<file path="config.mk">
export PLATFORM = sky130hd
export DESIGN_NAME = scalar_exchange_hub
export DESIGN_NICKNAME = d
export VERILOG_FILES = /design/src/rtl/scalar_exchange_hub_pkg.sv /design/src/rtl/scalar_exchange_hub_fresh.sv /design/src/rtl/scalar_exchange_hub.sv
export SDC_FILE = /design/constraint.sdc
export NUM_CORES = 1
export LEC_CHECK = 0
export ABC_AREA = 0
export CORE_AREA = 2 2 255 257
export CTS_BUF_LIST = sky130_fd_sc_hd__clkbuf_4
export CTS_CLUSTER_DIAMETER = 80
export CTS_CLUSTER_SIZE = 8
export DETAILED_ROUTE_END_ITERATION = 12
export DIE_AREA = 0 0 257 259
export DONT_BUFFER_PORTS = 1
export PLACE_DENSITY_LB_ADDON = 0.15
export REMOVE_ABC_BUFFERS = 1
export SYNTH_ARGS = -nofsm -noshare
export SYNTH_HDL_FRONTEND = slang
export SYNTH_HIERARCHICAL = 1
export SYNTH_SLANG_ARGS = --single-unit
export TNS_END_PERCENT = 100
</file>
<file path="constraint.sdc">
create_clock -name clock -period 9.8 [get_ports clock]
set_input_delay 1.96 -clock clock [delete_from_list [all_inputs] [get_ports clock]]
set_output_delay 1.96 -clock clock [all_outputs]
set_load 0.02 [all_outputs]
</file>
<file path="src/rtl/scalar_exchange_hub_pkg.sv">
// Shared types for the scalar exchange hub.
//   data_t          : scalar word exchanged between the scalar unit and the lanes
//   scalar_hub_op_t : request opcode from the scalar unit
//   hub_state_t     : hub FSM state encoding
package pkg_tpu;

  typedef logic [31:0] data_t;

  typedef enum logic [1:0] {
    GATHER  = 2'b00,
    BCAST   = 2'b01,
    SCATTER = 2'b10,
    GSUM    = 2'b11
  } scalar_hub_op_t;

  typedef enum logic [2:0] {
    ST_IDLE,
    ST_WAIT,
    ST_SUM,
    ST_RESP,
    ST_DRIVE
  } hub_state_t;

endpackage

</file>
<file path="src/rtl/scalar_exchange_hub_fresh.sv">
// scalar_fresh_tracker: one bit per lane recording that the lane wrote its
// scalar-write register and that value has not yet been consumed.
//   clock, reset : system clock, synchronous active-high reset
//   set_vec      : per-lane set pulses (lane wrote its register)
//   clr_vec      : per-lane clear (value consumed by gather / gather-sum)
//   fresh        : current fresh bits
//   all_set      : every lane is fresh
module scalar_fresh_tracker #(
  parameter int NUM_LANES = 16
) (
  input  logic                 clock,
  input  logic                 reset,
  input  logic [NUM_LANES-1:0] set_vec,
  input  logic [NUM_LANES-1:0] clr_vec,
  output logic [NUM_LANES-1:0] fresh,
  output logic                 all_set
);

  // A new write landing in the same cycle as a consume must not be lost,
  // so set is applied after clear.
  always_ff @(posedge clock) begin
    if (reset) begin
      fresh <= '0;
    end else begin
      fresh <= (fresh & ~clr_vec) | set_vec;
    end
  end

  assign all_set = &fresh;

endmodule

</file>
<file path="src/rtl/scalar_exchange_hub.sv">
// scalar_exchange_hub: scalar-side hub for the per-lane auxiliary scalar
// registers. Gathers a single lane's scalar, reduces all lanes by sum,
// scatters to one lane or broadcasts to all lanes.
//   clock, reset            : system clock, synchronous active-high reset
//   I_Stall                 : global stall (freezes FSM, counter, response)
//   I_Req/O_Req_Rdy         : request handshake; I_Req_Op/Lane/Data payload
//   O_Rsp_Valid/I_Rsp_Rdy   : response handshake; O_Rsp_Data payload
//   I_Lane_SWt              : per-lane scalar-write pulse
//   I_Lane_Scalar_Data      : per-lane scalar-write register contents
//   O_Lane_SWe              : per-lane scalar-read register write enable
//   O_Lane_Scalar_Data      : shared bus to the lanes' scalar-read registers
//
// state    | meaning
// ---------+---------------------------------------------------------------
// ST_IDLE  | ready for a request
// ST_WAIT  | gather: wait for Fresh[lane]; gather-sum: wait for all Fresh
// ST_SUM   | accumulate one lane per cycle, Cnt = lane being added
// ST_RESP  | response valid, held until accepted
// ST_DRIVE | one-cycle write enable to the lanes (scatter/broadcast)
module scalar_exchange_hub
  import pkg_tpu::*;
#(
  parameter  int NUM_LANES = 16,
  localparam int LANE_W    = $clog2(NUM_LANES)
) (
  input  logic                 clock,
  input  logic                 reset,
  input  logic                 I_Stall,
  input  logic                 I_Req,
  output logic                 O_Req_Rdy,
  input  logic [1:0]           I_Req_Op,
  input  logic [LANE_W-1:0]    I_Req_Lane,
  input  data_t                I_Req_Data,
  output logic                 O_Rsp_Valid,
  output data_t                O_Rsp_Data,
  input  logic                 I_Rsp_Rdy,
  input  logic [NUM_LANES-1:0] I_Lane_SWt,
  input  data_t                I_Lane_Scalar_Data [NUM_LANES],
  output logic [NUM_LANES-1:0] O_Lane_SWe,
  output data_t                O_Lane_Scalar_Data
);

  localparam logic [LANE_W-1:0] LAST_LANE = LANE_W'(NUM_LANES - 1);

  hub_state_t           state, state_nxt;
  scalar_hub_op_t       op_q;
  logic [LANE_W-1:0]    lane_q;
  logic [LANE_W-1:0]    cnt;
  logic [LANE_W-1:0]    sel_lane;
  data_t                acc;
  data_t                rsp_data;
  data_t                drive_data;
  data_t                lane_data;
  data_t                acc_sum;
  logic [NUM_LANES-1:0] fresh;
  logic [NUM_LANES-1:0] fresh_clr;
  logic                 all_fresh;
  logic                 accept;
  logic                 gather_hit;
  logic                 gsum_start;
  logic                 sum_last;

  scalar_fresh_tracker #(
    .NUM_LANES (NUM_LANES)
  ) u_fresh (
    .clock   (clock),
    .reset   (reset),
    .set_vec (I_Lane_SWt),
    .clr_vec (fresh_clr),
    .fresh   (fresh),
    .all_set (all_fresh)
  );

  // Single lane mux: the sum walks lanes by Cnt, everything else uses the
  // latched request lane.
  assign sel_lane  = (state == ST_SUM) ? cnt : lane_q;
  assign lane_data = I_Lane_Scalar_Data[sel_lane];
  assign acc_sum   = acc + lane_data;

  assign accept     = (state == ST_IDLE) && !I_Stall && I_Req;
  assign gather_hit = (state == ST_WAIT) && !I_Stall && (op_q == GATHER) && fresh[lane_q];
  assign gsum_start = (state == ST_WAIT) && !I_Stall && (op_q == GSUM) && all_fresh;
  assign sum_last   = (state == ST_SUM) && !I_Stall && (cnt == LAST_LANE);

  always_comb begin
    fresh_clr = '0;
    if (gather_hit) begin
      fresh_clr[lane_q] = 1'b1;
    end else if (sum_last) begin
      fresh_clr = '1;
    end
  end

  always_ff @(posedge clock) begin
    if (reset) begin
      state <= ST_IDLE;
    end else begin
      state <= state_nxt;
    end
  end

  always_comb begin
    state_nxt = state;
    if (!I_Stall) begin
      case (state)
        ST_IDLE: begin
          if (I_Req) begin
            if ((scalar_hub_op_t'(I_Req_Op) == GATHER) || (scalar_hub_op_t'(I_Req_Op) == GSUM)) begin
              state_nxt = ST_WAIT;
            end else begin
              state_nxt = ST_DRIVE;
            end
          end
        end
        ST_WAIT: begin
          if (gather_hit) begin
            state_nxt = ST_RESP;
          end else if (gsum_start) begin
            state_nxt = ST_SUM;
          end
        end
        ST_SUM: begin
          if (cnt == LAST_LANE) begin
            state_nxt = ST_RESP;
          end
        end
        ST_RESP: begin
          if (I_Rsp_Rdy) begin
            state_nxt = ST_IDLE;
          end
        end
        ST_DRIVE: state_nxt = ST_IDLE;
        default:  state_nxt = ST_IDLE;
      endcase
    end
  end

  always_comb begin
    O_Req_Rdy   = (state == ST_IDLE) && !I_Stall;
    O_Rsp_Valid = (state == ST_RESP);
    O_Lane_SWe  = '0;
    if ((state == ST_DRIVE) && !I_Stall) begin
      if (op_q == BCAST) begin
        O_Lane_SWe = '1;
      end else begin
        O_Lane_SWe[lane_q] = 1'b1;
      end
    end
  end

  // Drive data is captured straight into the bus register so the bus
  // shows the value during DRIVE and keeps it afterwards.
  always_ff @(posedge clock) begin
    if (reset) begin
      op_q       <= GATHER;
      lane_q     <= '0;
      cnt        <= '0;
      acc        <= '0;
      rsp_data   <= '0;
      drive_data <= '0;
    end else if (!I_Stall) begin
      if (accept) begin
        op_q   <= scalar_hub_op_t'(I_Req_Op);
        lane_q <= I_Req_Lane;
        if ((scalar_hub_op_t'(I_Req_Op) == BCAST) || (scalar_hub_op_t'(I_Req_Op) == SCATTER)) begin
          drive_data <= I_Req_Data;
        end
      end
      if (gather_hit) begin
        rsp_data <= lane_data;
      end
      if (gsum_start) begin
        acc <= '0;
        cnt <= '0;
      end
      if (state == ST_SUM) begin
        acc <= acc_sum;
        cnt <= cnt + 1'b1;
        if (cnt == LAST_LANE) begin
          rsp_data <= acc_sum;
        end
      end
    end
  end

  assign O_Rsp_Data         = rsp_data;
  assign O_Lane_Scalar_Data = drive_data;

endmodule

</file>
==> impl_metrics.ini <==
[yosys]
ys_seq_area_share_pct = 21.1
ys_ff_latch = 125
syn-cell-area_um2 = 11800
netlist_instances = 1640
synth_warnings = 6
yosysTopAreaCellShare_pct = 21.1
async_flop_share_pct = 0
synthDistinctLibCells = 71
synthesis.area_per_instance_um2 = 7.22
yosysMostFrequentCell = nand2_1
synthTopCellsByArea = dfxtp_1 21%, nand2_1 13%, mux2i_1 9.7%
synth_edf_count = 0
synth_ff_type = dfxtp_1
synth_top_area_cell = dfxtp_1
ys_top_cells_by_count = 404 x nand2_1, 142 x a21oi_1, 125 x dfxtp_1, 115 x mux2i_1, 108 x nor2_1

[grt]
gr-usage-all-layers_pct = 14.9
antenna_found_initial = 3
grt_pass1_wl_um = 74900
grt_max_degree = 122
grt_pass1_vias = 11932
grt-ovfl-total = 0

[sta]
rsz0062_at_grt = no
worst_clock_skew_ps = 33.3
min_period_ps = 6570
final-hold-violation-count = 0
whs_ps = 479
slew_viol_final = 0
tns_ps = 0
min_period_over_period_pct = 67.1
finalSetupViolations = 0
worst_pin_slew_ps = 992
fmax_mhz = 152
slew_headroom_pct = 33.7

[power]
ir_worst_vdd_v = 0.0000470
powerDensity_nw_per_um2 = 127
p_leak_nw = 4.36

[critical_path]
cp-end-kind = register
required_ps = 10390
path_delay_family = compound AO/OA/AOI/OAI gates
crit_cells = 18
crit_type = register to register
startpoint_type = register
critPathBufInv = 1
critPathMostFrequentCell = o21ai_0
cp.arrival_ps = 7160
cp_slowest_cell = buf_4
crit_path_max_fanout = 75
r2r_cells = 18
critical_path.cell_chain = or3b_1 -> mux2_8 -> buf_4 -> nand2_1 -> and3_1 -> a311oi_1 -> o21ai_0 -> o21ai_1 -> ha_1 -> a21oi_1 -> o21ai_0 -> a41oi_1 -> nor2_1 -> nor2_1 -> o21ai_0 -> a21boi_0 -> xor2_1 -> a2111oi_0
crit_path_max_incr_delay_ps = 800

[run]
drv_cap = 0

[layout]
area_growth_pct = 7.31
post-route-util_pct = 19.9
nFillCells = 7274
num-nets-final = 2149
drive_gt1_share_pct = 7.08
instances_no_fill = 2416

[clocking]
cts-root-buf = clkbuf_4
clkSinkCount = 125
cts_buffer_depth = 2
htree_levels = 4
clk_pin_slew_ps = 140
post_cts_resize_count = 0
cts_setup_buffers = 0
cts_tree = built
worstSkewPairLatency_ps = 720
cts_hold_buf = 0
numCtsBuffers = 17

[floorplan]
die_h_um = 259
dieArea_um2 = 66600
initial_core_util_pct = 18.5
row_count = 93
core_um2 = 63900
ios = 653
die-width_um = 257

[route]
drt-vias-per-instance = 4.93
dr.pass1.iters = 5
wl_um = 51900
detail-route-antenna-nets = 0
num_vias = 11920
route.detailed.drc = 0
wire_per_inst_um = 21.5
drt_iter0_drc = 667

[min_path]
whs_path_depth = 2
min_path_type = register to register

[placed_design]
dp_hpwl_um = 39700
post-place-cells = 2377
place_congestion = 0.811
port_buffers = 0

[outcome]
status = finished clean
## final timing paths
kind / from / end / slack [ps]
worst max-delay path: state[1] / O_Rsp_Data[26] / 3230
worst min-delay path: acc[27] / acc[27] / 480
worst max register to register: state[1] / O_Rsp_Data[26] / 3230
worst min register to register: acc[27] / acc[27] / 480
## per-layer routing
| layer | wire length (um) | track usage [%] | vias to the layer above |
|---|---|---|---|
| met5 | 0 | 0 | - |
| met4 | 724 | 3.71 | 0 |
| met3 | 3590 | 4.52 | 43 |
| met2 | 26500 | 26.6 | 450 |
| met1 | 21100 | 17.2 | 5745 |
| li1 | - | - | 5682 |
## per-stage QoR
step | cell area, um^2 | power [mW] | setup WS (ps)
4_1_cts | 12700 | 1.66 | 3190
5_1_grt | 12700 | 1.75 | 2640
3_3_place_gp | 12400 | 1.26 | 3340
2_1_floorplan | 11100 | 1.07 | 2610
6_report | 12700 | 1.62 | 3230
3_5_place_dp | 12400 | 1.27 | 3260
## where the power goes
part | internal (mW) | switching [mW] | leakage [nW]
clock | 0.127 | 0.243 | 0.128
combinational | 0.255 | 0.417 | 3.22
sequential | 0.535 | 0.0394 | 1.02
total | 0.916 | 0.700 | 4.36
## sequential cells by signal (all words and copies together) (netlist names)
signal and count:
u_fresh/fresh 16, state 3, cnt 4, acc 32, lane_q 4, O_Rsp_Data 32
op_q 2, O_Lane_Scalar_Data 32
## cell usage in the layout, fill, tap and decap left out, types with 4 or more instances in the layout
| cell | instances |
|---|---|
| o31ai_1 | 9 |
| dfxtp_1 | 125 |
| mux2_2 | 6 |
| clkinvlp_4 | 5 |
| and2_1 | 4 |
| a22oi_1 | 30 |
| nor2b_1 | 30 |
| mux2i_4 | 4 |
| nand2_1 | 404 |
| xnor2_1 | 17 |
| nor4_1 | 16 |
| nor3_1 | 14 |
| o21ai_0 | 46 |
| clkbuf_4 | 18 |
| a31oi_1 | 6 |
| o21a_1 | 5 |
| buf_4 | 19 |
| inv_1 | 32 |
| nand2b_1 | 26 |
| o22ai_1 | 8 |
| a221oi_1 | 5 |
| and3_1 | 42 |
| diode_2 | 7 |
| nand3_1 | 71 |
| mux4_2 | 31 |
| mux2i_1 | 114 |
| nor2_1 | 105 |
| a21oi_1 | 142 |
| ha_1 | 36 |
| a211oi_1 | 7 |
| a21o_1 | 17 |
| nand4_1 | 10 |
| xor2_1 | 12 |
| o21ai_1 | 5 |
| a311oi_1 | 64 |
## kinds of logic (layout without fill, tap and decap cells)
group           Yosys count  after routing  share of synthesized area [%]
compound gates          377            377                           20.9
xor+xnor                 29             29                           2.14
fa+ha+maj                37             37                           3.97
buf+inv                 170             84                           7.08
flops                   125            125                           21.1
mux                     157            157                           16.8
other cells               0              7                              0
simple gates            745            745                           27.9
## worst reg2reg max path, cell delays in order (launching register included)
cell and delay, ps:
dfxtp_1 530, or3b_1 770, mux2_8 770, buf_4 890
nand2_1 200, and3_1 220, a311oi_1 290, o21ai_0 140
o21ai_1 240, ha_1 330, a21oi_1 240, o21ai_0 150
a41oi_1 250, nor2_1 60, nor2_1 100, o21ai_0 330
a21boi_0 380, xor2_1 120, a2111oi_0 400
## final cells by class
cell class	count	area, um^2	share of cell area, %
clock inverter	14	121	0.955
tap	855	1070	8.42
antenna	7	17.5	0.138
sequential	125	2500	19.7
timing repair buffer	20	163	1.28
inverter	32	120	0.945
multi-input combinational	1345	8580	67.5
clock buffer	18	135	1.06
Note: power is estimated with default switching activity, not from simulation.
